**src/rtl/mem_wb_pkg.sv**
```systemverilog
// mem_wb_pkg: shared widths and write-back source encodings for the MEM/WB stage.
package mem_wb_pkg;
  localparam int DATA_W     = 32;
  localparam int REG_ADDR_W = 5;
  localparam int WBSEL_W    = 2;
  typedef enum logic [WBSEL_W-1:0] {
    WBSEL_ALU  = 2'd0,
    WBSEL_MEM  = 2'd1,
    WBSEL_LINK = 2'd2,
    WBSEL_RSV  = 2'd3
  } wbsel_t;
endpackage

```
**src/rtl/mem_wb_pipe_wb_select.sv**
```systemverilog
// wb_select: combinational 3:1 write-back mux; the reserved select falls back to the ALU result.
module wb_select
  import mem_wb_pkg::*;
#(
  parameter int DATA_W  = mem_wb_pkg::DATA_W,
  parameter int WBSEL_W = mem_wb_pkg::WBSEL_W
) (
  input  logic [WBSEL_W-1:0] i_sel,
  input  logic [DATA_W-1:0]  i_alu,
  input  logic [DATA_W-1:0]  i_mem,
  input  logic [DATA_W-1:0]  i_link,
  output logic [DATA_W-1:0]  o_data
);
  always_comb
    o_data = (i_sel == WBSEL_W'(WBSEL_MEM))  ? i_mem  :
             (i_sel == WBSEL_W'(WBSEL_LINK)) ? i_link : i_alu;
endmodule

```
**src/rtl/mem_wb_pipe.sv**
```systemverilog
// mem_wb_pipe: MEM/WB pipeline register with stall, flush, r0 write suppression and a one-deep bypass.
// Optional MEM_WB_PERF_EN adds stall and bubble event counters.
module mem_wb_pipe
  import mem_wb_pkg::*;
#(
  parameter int DATA_W     = mem_wb_pkg::DATA_W,
  parameter int REG_ADDR_W = mem_wb_pkg::REG_ADDR_W,
  parameter int WBSEL_W    = mem_wb_pkg::WBSEL_W
) (
  input  logic                  Clk,
  input  logic                  Rst_n,
  input  logic                  Stall,
  input  logic                  Flush,
  input  logic                  Valid_in,
  input  logic                  RegWrite,
  input  logic [WBSEL_W-1:0]    MemToReg,
  input  logic [DATA_W-1:0]     ALUResult,
  input  logic [DATA_W-1:0]     ReadData,
  input  logic [DATA_W-1:0]     LinkAddr,
  input  logic [REG_ADDR_W-1:0] R_destination,
  output logic                  Valid_out,
  output logic                  RegWrite_out,
  output logic [WBSEL_W-1:0]    MemToReg_out,
  output logic [DATA_W-1:0]     ALUResult_out,
  output logic [DATA_W-1:0]     ReadData_out,
  output logic [REG_ADDR_W-1:0] R_destination_out,
  output logic [DATA_W-1:0]     WriteData_out,
  output logic                  Byp_RegWrite,
  output logic [REG_ADDR_W-1:0] Byp_Rd,
  output logic [DATA_W-1:0]     Byp_Data
`ifdef MEM_WB_PERF_EN
  ,
  output logic [31:0]           Stall_cnt,
  output logic [31:0]           Bubble_cnt
`endif
);
  logic [DATA_W-1:0] w_wdata;
  logic              w_load;

  wb_select #(.DATA_W(DATA_W), .WBSEL_W(WBSEL_W)) u_wb_select (
    .i_sel  (MemToReg),
    .i_alu  (ALUResult),
    .i_mem  (ReadData),
    .i_link (LinkAddr),
    .o_data (w_wdata)
  );

  assign w_load = !Flush && !Stall;

  always_ff @(posedge Clk or negedge Rst_n) begin
    if (!Rst_n) begin
      Valid_out         <= 1'b0;
      RegWrite_out      <= 1'b0;
      MemToReg_out      <= '0;
      ALUResult_out     <= '0;
      ReadData_out      <= '0;
      R_destination_out <= '0;
      WriteData_out     <= '0;
    end else if (Flush) begin
      Valid_out         <= 1'b0;
      RegWrite_out      <= 1'b0;
      MemToReg_out      <= '0;
      ALUResult_out     <= '0;
      ReadData_out      <= '0;
      R_destination_out <= '0;
      WriteData_out     <= '0;
    end else if (!Stall) begin
      Valid_out         <= Valid_in;
      RegWrite_out      <= RegWrite && Valid_in && (R_destination != '0);
      MemToReg_out      <= MemToReg;
      ALUResult_out     <= ALUResult;
      ReadData_out      <= ReadData;
      R_destination_out <= R_destination;
      WriteData_out     <= w_wdata;
    end
  end

  // The bypass captures the write that is leaving WB, so it only advances on a real load edge.
  always_ff @(posedge Clk or negedge Rst_n) begin
    if (!Rst_n) begin
      Byp_RegWrite <= 1'b0;
      Byp_Rd       <= '0;
      Byp_Data     <= '0;
    end else if (w_load) begin
      Byp_RegWrite <= RegWrite_out;
      if (RegWrite_out) begin
        Byp_Rd   <= R_destination_out;
        Byp_Data <= WriteData_out;
      end
    end
  end

`ifdef MEM_WB_PERF_EN
  always_ff @(posedge Clk or negedge Rst_n) begin
    if (!Rst_n) begin
      Stall_cnt  <= '0;
      Bubble_cnt <= '0;
    end else begin
      if (Stall && !Flush)
        Stall_cnt <= Stall_cnt + 32'd1;
      if (Flush || (w_load && !Valid_in))
        Bubble_cnt <= Bubble_cnt + 32'd1;
    end
  end
`endif
endmodule

```
**config.mk**
```make
export PLATFORM = sky130hd
export DESIGN_NAME = mem_wb_pipe
export DESIGN_NICKNAME = d
export VERILOG_FILES = /design/src/rtl/mem_wb_pkg.sv /design/src/rtl/mem_wb_pipe_wb_select.sv /design/src/rtl/mem_wb_pipe.sv
export SDC_FILE = /design/constraint.sdc
export NUM_CORES = 1
export LEC_CHECK = 0
export ABC_AREA = 1
export CAP_MARGIN = 20
export CORE_ASPECT_RATIO = 0.5
export CORE_MARGIN = 3
export CORE_UTILIZATION = 40
export DETAILED_ROUTE_END_ITERATION = 12
export PLACE_DENSITY = 0.77
export SLEW_MARGIN = 30
export SYNTH_ARGS = -nofsm -noshare
export SYNTH_HDL_FRONTEND = slang
export SYNTH_SLANG_ARGS = --single-unit
```
**constraint.sdc**
```tcl
create_clock -name Clk -period 0.9 [get_ports Clk]
set_input_delay 0.18 -clock Clk [delete_from_list [all_inputs] [get_ports Clk]]
set_output_delay 0.18 -clock Clk [all_outputs]
set_load 0.005 [all_outputs]
```
* Word-level counts from Yosys, hierarchy flattened
Cells that the tools add are included.
** Cells by class
- Reduce and logical (&&, ||, !) cells :: 7
- Eq/ne operators :: 3
- Bitwise operators :: 0
- Add/subtract/negate cells :: 0
- Divide/modulo/power cells :: 0
- Multiplexer cells :: 16
- Magnitude comparators :: 0
- Multiply operators :: 0
- Shift-type cells :: 0
** Operators by type and width (count)
- 2-to-1 mux 32 bit :: 8
- 2-to-1 mux 5 bit :: 2
- nonzero test 5 bit :: 1
- 2-to-1 mux 1 bit :: 4
- 2-to-1 mux 2 bit :: 2
- logical AND 1 bit :: 3
- == test 2 x 1 -> 1 bit, second input constant :: 1
- == test 2 bit, second input constant :: 1
- logical NOT 1 bit :: 2
- != test 2 x 1 -> 1 bit, second input constant :: 1
- AND reduction 2 bit :: 1
** Storage, ports and cells
- Bits in writable memories :: 0
- Bits in read-only memories :: 0
- Flip-flop bits (word level) :: 143
- Memories kept :: 0
- Bits of input ports :: 109
- Latch bits :: 0
- Logic and storage cells :: 36

* Depth between registers and ports, before layout
Gate-level depths: netlist of run 1.
- Word-level depth :: 5
- Mapped depth :: 8

* Modules after synthesis
Synthesis of run 1 repeated with hierarchy kept, for this count alone.
** Second synthesis, totals
- Cells, all modules :: 820
- Area, all modules :: 6541.3 um2
** By module, submodules not included
- mem_wb_pipe :: times used 1, area each 5469.0 um2, cells each 575
- wb_select :: times used 1, area each 1072.3 um2, cells each 245

* Least setup slack after synthesis of run 1
No wires, ideal clock.
- Path kind :: register to register
- Start :: register RegWrite_out
- End :: register Byp_Rd[2]
- Stages on the path, launching flop included :: 6
- Slack :: -0.059 ns
- Required time :: 0.783 ns
- Arrival time :: 0.841 ns
- Buffers on the path :: 2
- Setup time :: 0.117 ns
- Cell sequence :: dfrtp_1 -> buf_2 -> nand2_4 -> buf_6 -> nand2_1 -> o21ai_2
** Between the ends
- Cells in the longest elaborated chain, start to end :: 1
** Ends and longest elaborated chain
- start, declared :: line mem_wb_pipe.sv:22 : output logic RegWrite_out,
- start signal, assigned :: line mem_wb_pipe.sv:69 : RegWrite_out <= RegWrite && Valid_in && (R_destination != '0);
- AND reduction 2 bit (no source line)
- end signal, assigned :: line mem_wb_pipe.sv:87 : Byp_Rd <= R_destination_out;
- end, declared :: line mem_wb_pipe.sv:29 : output logic [REG_ADDR_W-1:0] Byp_Rd,
Every way passes these cells.
A chain may end at the register's enable or synchronous reset.

* Worst setup path in the final report of run 1
- Start :: register WriteData_out[10]
- End :: output port WriteData_out[10]
** RTL lines
- start, declared :: line mem_wb_pipe.sv:27 : output logic [DATA_W-1:0] WriteData_out,
- start signal, assigned :: line mem_wb_pipe.sv:74 : WriteData_out <= w_wdata;
No word-level cell between the ends.

==> results of run 1 <==
[cells in the mapped netlist]
cell and number:
buf_2 29, buf_4 11, buf_6 11, buf_8 1, clkbuf_1 1, dfrtp_1 143
inv_1 75, inv_2 1, inv_4 2, nand2_1 369, nand2_2 3, nand2_4 1
nand3_1 128, nand4_1 1, nor2_1 1, nor2_2 2, o21ai_0 26, o21ai_1 6
o21ai_2 9, o22ai_1 3
[state kept, by name, indices dropped and copies added, names as in the netlist]
name and flops:
Byp_Data 32, Byp_RegWrite 1, RegWrite_out 1, ALUResult_out 32, ReadData_out 32, WriteData_out 32, MemToReg_out 2, Byp_Rd 5
Valid_out 1, R_destination_out 5
[final cells by class]
type                       instances  share of cell area
clock buffer                      17              0.0383
multi-input combinational        556               0.243
tap                              221              0.0249
clock inverter                    15              0.0114
sequential                       143               0.322
inverter                          78              0.0276
timing repair buffer             438               0.332
[stage by stage]
step / hold WS, ns / instance area (um2)
after global placement: -0.0140 / 9930
after CTS: 0.119 / 10700
after floorplan: -0.116 / 6610
after detailed placement: -0.0161 / 9930
after global routing: 0.115 / 11100
final: 0.118 / 11100
[cell usage in the layout (no fill, tap or decap), types with 4 or more instances in the layout]
cell             netlist  layout
nand2_2                3      48
inv_6                  0       7
nand2_8                0       8
o21ai_2                9      14
nand2_4                1       8
nand3_1              128     124
buf_12                 0      23
dfrtp_1              143     143
o21ai_1                6      14
clkbuf_16              0      17
nand3_2                0       4
o21ai_0               26      13
buf_6                 11      16
buf_2                 29     138
inv_1                 75      74
buf_4                 11     149
clkdlybuf4s50_1        0     103
nand2_1              369     316
[worst register-to-register path: cells and delay by family (launching register included)]
| family | cells | cell delay (ns) |
|---|---|---|
| and+or+nand+nor | 2 | 0.21 |
| AOI/OAI and AO/OA | 1 | 0.06 |
| DFF | 1 | 0.39 |
| buffers and inverters | 3 | 0.41 |
[logic make-up after synthesis]
family / Yosys count / synth area share
simple gates: 505 / 0.316
flops: 143 / 0.544
compound gates: 44 / 0.0392
buf+inv: 131 / 0.101
[routing by layer]
layer | global-route usage | vias to the layer above
met1 | 0.359 | 3612
met5 | 0 | -
met2 | 0.474 | 388
li1 | - | 3401
met4 | 0.0956 | 0
met3 | 0.0561 | 85
[power by group]
part           internal [mW]  leakage, nW  total [mW]  switching, mW
combinational           2.08         4.11        3.92           1.84
sequential              6.92         1.91        7.23          0.305
clock                   3.63        0.275        6.76           3.13
[what timing repair did]
| action | CTS | global route |
|---|---|---|
| cloned | 13 | 0 |
| pin swaps | 6 | 6 |
| endpoints found under the setup margin | 284 | 194 |
| buffers inserted | 51 | 40 |
| endpoints found under the hold margin | 143 | 0 |
| hold buffers | 1 | 0 |
| resized for setup | 668 | 39 |
[worst paths after layout]
kind,slack [ns],endpoint,start
worst min register to register,0.47,ALUResult_out[15],ALUResult_out[15]
worst min-delay path,0.12,Byp_Data[22],Rst_n
worst max register to register,-0.24,Byp_Rd[1],RegWrite_out
worst max-delay path,-0.26,WriteData_out[10],WriteData_out[10]
min in group Clk,0.31,R_destination_out[3],Stall
max in group asynchronous,0.21,ReadData_out[1],Rst_n
==> results.json, run 1 <==
{
  "syn_nets": 932,
  "dr_wl_met2_um": 13000,
  "seqCellArea_um2": 3580,
  "synth_area_um2": 6580,
  "min_period_ns": 1.16,
  "cp_max_fo": 2,
  "grt_pass1_wl_um": 40000,
  "critPathLaunchType": "flop",
  "place_ws_ns": -0.655,
  "finalNonFillerCells": 1468,
  "dr_wl_met3_um": 1740,
  "slew_headroom": 0.743,
  "drc": 0,
  "io_buffers": 251,
  "status": "complete, but fails checks",
  "tns_ns": -38.34,
  "grt.total_usage": 0.279,
  "h-tree-depth": 4,
  "initial_core_util": 0.418,
  "path_buf_inv": 1,
  "cp-end-kind": "output pin",
  "synth_area_leader_cell": "dfrtp_1",
  "n_fill_cell": 1122,
  "clock_latency_ns": 0.42,
  "violations": "setup timing",
  "p_total_mw": 17.9,
  "ir_drop_v": 0.00150,
  "viasPerCell": 5.10,
  "dieHeight_um": 96.7,
  "yosysWarnings": 0,
  "pin_count": 252,
  "hold_viol_final": 0,
  "p_leak_nw": 6.30,
  "cts.clk_slew.worst_paths_ns": 0.07,
  "routed.top_layer": "met4",
  "first_global_vias": 7315,
  "rr_worst_depth": 6,
  "areaGrowthSynthToFinish_pct": 68.7,
  "place.gp.congestion": 0.895,
  "cts_tree": "built",
  "cts_sinks": 143,
  "num_vias": 7486,
  "critPathMaxStageDelay_ns": 0.42,
  "yosysSeqAreaShare": 0.544,
  "cts_root_buffer": "clkbuf_16",
  "hp-class": "input port to async pin",
  "rows": 32,
  "rsz0062_at_grt": "true",
  "slew_viol_final": 0,
  "yosys.area.top_type_share": 0.544,
  "grt_overflow": 0,
  "die_w_um": 187,
  "finalCritPeriodShare": 1.28,
  "dpl.hpwl_um": 16700,
  "clock_skew_ns": 0.00804,
  "slowest_stage": "dfrtp_1",
  "drtIter0Drc": 660,
  "path_cells": "buf_6",
  "grt_start_max_net_pins": 69,
  "maxCapViolations": 0,
  "cp.depth": 1,
  "drt-total-wl_um": 26600,
  "crit_required_ns": 0.72,
  "synth_area_leaders": "dfrtp_1 (54%), nand2_1 (21%), nand3_1 (9.7%)",
  "dp_cells": 1335,
  "crit_arrival_ns": 0.98,
  "synth-seq-cells": 143,
  "synth_cell_types": 20,
  "core_um2": 15700,
  "die_area_um2": 18100,
  "setup_viol": 183,
  "final_core_util": 0.706,
  "drive_above_1_share": 0.364,
  "cts_buffer_depth": 2,
  "syn_avg_cell_area_um2": 8.00,
  "antennaDiodeCount": 0,
  "detail-route-antenna-nets": 0,
  "wl_met1_um": 10900,
  "nNetsFinal": 1343,
  "path_class": "flop to output pin",
  "fin_ws_ns": -0.256,
  "crit_family": "flip-flops",
  "power_density_nw_per_um2": 1610,
  "multi_input_area_um2": 2700,
  "antenna_found_initial": 0,
  "netlist_instances": 823,
  "first_pass_iters": 5,
  "wire_per_inst_um": 18.1,
  "cts_inserted_buffers": 17,
  "max_freq_mhz": 865,
  "worst_pin_slew_ns": 0.385
}
(Power assumes the default switching activity.)
==> inputs of run 2 (changes only) <==
- CORE_UTILIZATION: 40 -> 48
- PLACE_DENSITY: 0.77 -> 0.86
- SLEW_MARGIN: 30 -> 20
- clock period: 0.9 -> 1.4 ns (I/O delays scaled with it)
==> run 2 against run 1 <==
- the run still ends with setup timing left
- via count decreased by 3.8%
- sequential share of layout area increased by 2.8 points
- critical endpoint is now WriteData_out[2]
- critical path depth unchanged
==> results.json, run 2 (synthesis gave the netlist of run 1 again) <==
{
  "crit_required_ns": 1.12,
  "h-tree-depth": 4,
  "path_class": "flop to output pin",
  "power_density_nw_per_um2": 1120,
  "final_core_util": 0.784,
  "dieHeight_um": 88.8,
  "drive_above_1_share": 0.119,
  "switching_share": 0.272,
  "initial_core_util": 0.505,
  "finalCritPeriodShare": 1.03,
  "clkPwrFrac": 0.419,
  "grt.total_usage": 0.310,
  "drc": 0,
  "first_global_vias": 7045,
  "grt_start_max_net_pins": 47,
  "slew_viol_final": 0,
  "clock_skew_ns": 0.00594,
  "p_int_mw": 8.37,
  "path_buf_inv": 1,
  "slew_headroom": 0.691,
  "holdWs_ns": 0.274,
  "die_area_um2": 15200,
  "status": "complete, but fails checks",
  "cts_root_buffer": "clkbuf_16",
  "crit_family": "flip-flops",
  "viasPerCell": 5.51,
  "comb_power_share": 0.176,
  "design_area_um2": 10200,
  "areaGrowthSynthToFinish_pct": 55.2,
  "core_um2": 13000,
  "max_freq_mhz": 696,
  "cts.clk_slew.worst_paths_ns": 0.07,
  "drt-total-wl_um": 24600,
  "nNetsFinal": 1234,
  "final_cell_mix": "nand2_1 (369), dfrtp_1 (143), nand3_1 (128)",
  "place.gp.congestion": 0.909,
  "slowest_stage": "dfrtp_1",
  "cts_buffer_depth": 2,
  "antennaDiodeCount": 0,
  "hp-class": "input port to async pin",
  "antenna_found_initial": 0,
  "cts_sinks": 143,
  "dpl.hpwl_um": 16300,
  "cts_inserted_buffers": 17,
  "drtIter0Drc": 855,
  "min_period_ns": 1.44,
  "ir_drop_v": 0.000665,
  "grt_overflow": 0,
  "post_dp_cell_area_um2": 9410,
  "detail-route-antenna-nets": 0,
  "cp_max_fo": 2,
  "cts_tree": "built",
  "setup_viol": 2,
  "clock_latency_ns": 0.42,
  "num_vias": 7203,
  "grt_pass1_wl_um": 36300,
  "rows": 29,
  "critPathMaxStageDelay_ns": 0.43,
  "cp-end-kind": "output pin",
  "die_w_um": 172,
  "pin_count": 252,
  "worst_pin_slew_ns": 0.464,
  "first_pass_iters": 7,
  "violations": "setup timing",
  "p_switching_mw": 3.12,
  "wire_per_inst_um": 18.8,
  "critPathLaunchType": "flop",
  "p_leak_nw": 5.91,
  "seqPwrFrac": 0.405,
  "maxCapViolations": 0,
  "layout_commonest_cell": "nand2_1",
  "crit_arrival_ns": 1.16,
  "hold_viol_final": 0,
  "p_total_mw": 11.5,
  "fin_ws_ns": -0.0365,
  "path_cells": "dlygate4sd2_1",
  "io_buffers": 251
}
==> run 2: cell types whose count changed in the layout (fill, tap and decap cells not counted), moves of 16 or more <==
cell	before	now
buf_2	138	1
dlygate4sd2_1	0	127
buf_4	149	70
nand2_1	316	369
nand2_2	48	3
clkdlybuf4s15_1	0	16
==> run 2: metrics by stage <==
| step | worst slack, ns | cells | setup TNS (ns) |
|---|---|---|---|
| final | -0.0365 | 1308 | -0.0378 |
| after global routing | -0.0450 | 1308 | -0.0839 |
| after CTS | 0.0000170 | 1298 | 0 |
| after detailed placement | -0.236 | 1231 | -22.46 |
| after global placement | -0.168 | 1231 | -17.73 |
| after floorplan | 0.401 | 823 | 0 |
==> run 2: power groups by stage <==
stage	clock, mW	sequential (mW)	combinational [mW]
finish	4.81	4.65	2.03
global route	5.02	4.68	2.18
CTS	4.81	4.64	1.95
detailed placement	0	4.74	2.02
global placement	0	4.73	1.97
floorplan	0	4.73	0.640
==> run 2: final cells by class <==
type	instances	area, um2
Clock buffer	19	443
Clock inverter	13	176
Fill cell	878	2810
Inverter	78	298
Multi-Input combinational cell	549	2340
Sequential cell	143	3580
Tap cell	170	213
Timing Repair Buffer	336	3170
==> run 2: routing by layer <==
metal,vias to the layer above,GRT usage,part of all wire
met4,0,0.158,0.048
met3,117,0.0692,0.093
met5,-,0,0
met1,3408,0.377,0.37
met2,519,0.531,0.49
li1,3159,-,-
==> run 2: timing repair <==
action / in CTS / in global routing
endpoints found under the hold margin: 30 / 0
setup endpoints to repair: 143 / 21
hold buffers: 1 / 0
buffers inserted: 34 / 10
gates resized for setup: 147 / 12
==> run 2: final timing paths <==
kind | startpoint | endpoint | slack, ns | cells after the start
worst max-delay path | WriteData_out[2] | WriteData_out[2] | -0.04 | 1
worst min-delay path | Rst_n | Byp_Data[23] | 0.27 | 2
worst max register to register | RegWrite_out | Byp_Data[9] | 0.02 | 5
worst min register to register | Byp_Data[22] | Byp_Data[22] | 0.46 | 2
max in group asynchronous | Rst_n | Byp_Data[27] | 0.55 | 3
min in group Clk | MemToReg[0] | WriteData_out[4] | 0.41 | 6
==> inputs of run 3 (changes only) <==
- CORE_ASPECT_RATIO: 0.5 -> 0.75
==> run 3 against run 2 <==
- the flow now finishes without violations
- sequential power about the same
- cell count fell by 0.15%
- maximum frequency increased by 4.5%
- first-iteration DRC count fell by 14%
- combinational power is 2% lower
- worst setup slack gained 0.062 ns
- die area shrank 0.46%
- non-clock buffer count shrank 3
- count of clock-buffer cells in the layout stayed put
- clock skew rose by 0.0028 ns
- register-to-register slack better by 0.17 ns
- largest power group is now sequential cells
==> results.json, run 3 (synthesis gave the netlist of run 1 again) <==
{
  "drive_above_1_share": 0.118,
  "crit_required_ns": 1.12,
  "drt-total-wl_um": 23300,
  "rr_worst_depth": 4,
  "detail-route-antenna-nets": 0,
  "r2r-start": "RegWrite_out",
  "grt_overflow": 0,
  "hold_viol_final": 0,
  "clock_skew_ns": 0.00873,
  "core_um2": 13200,
  "dieHeight_um": 107,
  "setup_viol": 0,
  "cts_tree": "built",
  "p_leak_nw": 5.88,
  "die_area_um2": 15200,
  "maxCapViolations": 0,
  "rows": 36,
  "seqCellArea_um2": 3580,
  "final_core_util": 0.771,
  "hp-class": "input port to async pin",
  "min_period_ns": 1.37,
  "clock_latency_ns": 0.41,
  "viasPerCell": 5.33,
  "num_vias": 6957,
  "path_cells": "dlygate4sd2_1",
  "path_class": "flop to output pin",
  "crit_arrival_ns": 1.09,
  "place_ws_ns": -0.309,
  "worst_pin_slew_ns": 0.372,
  "antenna_found_initial": 0,
  "power_density_nw_per_um2": 1100,
  "pin_count": 252,
  "n_fill_cell": 930,
  "grt_pass1_wl_um": 36000,
  "rr_endpoint": "Byp_Data[30]",
  "fin_ws_ns": 0.0257,
  "io_buffers": 251,
  "path_buf_inv": 1,
  "cts.clk_slew.worst_paths_ns": 0.06,
  "cts_sinks": 143,
  "slew_viol_final": 0,
  "startpoint": "WriteData_out[27]",
  "nNetsFinal": 1231,
  "dp_cells": 1228,
  "antennaDiodeCount": 0,
  "cp-end-kind": "output pin",
  "first_pass_iters": 7,
  "slowest_stage": "dfrtp_1",
  "place.gp.congestion": 0.886,
  "multi_input_area_um2": 2340,
  "die_w_um": 141,
  "cts_inserted_buffers": 17,
  "dpl.hpwl_um": 15800,
  "cts_root_buffer": "clkbuf_16",
  "finalNonFillerCells": 1306,
  "final_cell_mix": "nand2_1 (369), dfrtp_1 (143), nand3_1 (128)",
  "max_freq_mhz": 728,
  "slew_headroom": 0.752,
  "areaGrowthSynthToFinish_pct": 54.6,
  "design_area_um2": 10200,
  "r2r_slack_ns": 0.19,
  "grt_start_max_net_pins": 50,
  "finalCritPeriodShare": 0.982,
  "drtIter0Drc": 736,
  "first_global_vias": 6720,
  "cp_max_fo": 2,
  "post_dp_cell_area_um2": 9380,
  "h-tree-depth": 4,
  "crit_family": "flip-flops",
  "grt.total_usage": 0.304,
  "critPathLaunchType": "flop",
  "initial_core_util": 0.499,
  "ir_drop_v": 0.00108,
  "layout_commonest_cell": "nand2_1",
  "cp.depth": 1,
  "status": "finished, final reports clean",
  "cts_buffer_depth": 2,
  "critPathMaxStageDelay_ns": 0.41,
  "drc": 0,
  "crit_end": "WriteData_out[27]",
  "wire_per_inst_um": 17.9
}
[run 3: cell types whose count changed in the layout (fill, tap and decap cells not counted), sizes merged]
| cell | previous run | this run |
|---|---|---|
| buf | 86 | 84 |
| clkinv | 2 | 4 |
| inv | 83 | 81 |
| bufinv | 3 | 2 |
| clkdlybuf4s15 | 16 | 17 |
| clkdlybuf4s50 | 106 | 105 |
| clkinvlp | 3 | 4 |
| dlygate4sd2 | 127 | 126 |
[run 3: repair_timing]
action / CTS / global route
setup endpoints to repair: 143 / 25
resized for setup: 143 / 17
setup buffers: 34 / 11
pin swaps: 0 / 1
endpoints found under the hold margin: 29 / 0
hold buffers: 1 / 0
[run 3: final cells by class]
cell class | instances | area share
inverter | 78 | 0.0294
clock buffer | 19 | 0.0445
timing repair buffer | 333 | 0.308
clock inverter | 13 | 0.0151
multi-input combinational | 549 | 0.230
tap | 171 | 0.0210
sequential | 143 | 0.352
[run 3: worst register-to-register path: cells and delay by family, from the launching register on]
kind,cells,cell delay [ns]
buffers and inverters,2,0.53
flip-flops,1,0.34
AND/OR/NAND/NOR,2,0.28
[run 3: worst min-delay path by stage]
stage | from | endpoint | cells after the start | slack (ns)
finish | Rst_n | Byp_Data[7] | 2 | 0.35
global route | Rst_n | Byp_Data[7] | 2 | 0.36
CTS | Rst_n | Byp_Data[3] | 2 | 0.33
detailed placement | Rst_n | Byp_Data[6] | 1 | 0.20
global placement | Rst_n | Byp_Data[7] | 1 | 0.19
floorplan | Rst_n | ALUResult_out[0] | 0 | -0.02
[run 3: per-layer routing]
| metal | up-vias | share of wire | track usage |
|---|---|---|---|
| met1 | 3260 | 0.37 | 0.394 |
| met5 | - | 0 | 0 |
| met3 | 54 | 0.13 | 0.0924 |
| met4 | 0 | 0.021 | 0.0871 |
| met2 | 494 | 0.48 | 0.498 |
| li1 | 3149 | - | - |
[run 3: where the power goes]
group	switching, mW	internal, mW
clock network	1.87	2.76
registers	0.192	4.45
logic	0.968	1.01
[run 3: metrics by stage]
| step | power (mW) | hold WS [ns] | TNS [ns] |
|---|---|---|---|
| finish | 11.2 | 0.347 | 0 |
| global route | 11.7 | 0.362 | -0.00786 |
| CTS | 11.2 | 0.335 | 0 |
| detailed placement | 6.73 | 0.200 | -31.09 |
| global placement | 6.68 | 0.194 | -26.76 |
| floorplan | 5.37 | -0.0156 | 0 |
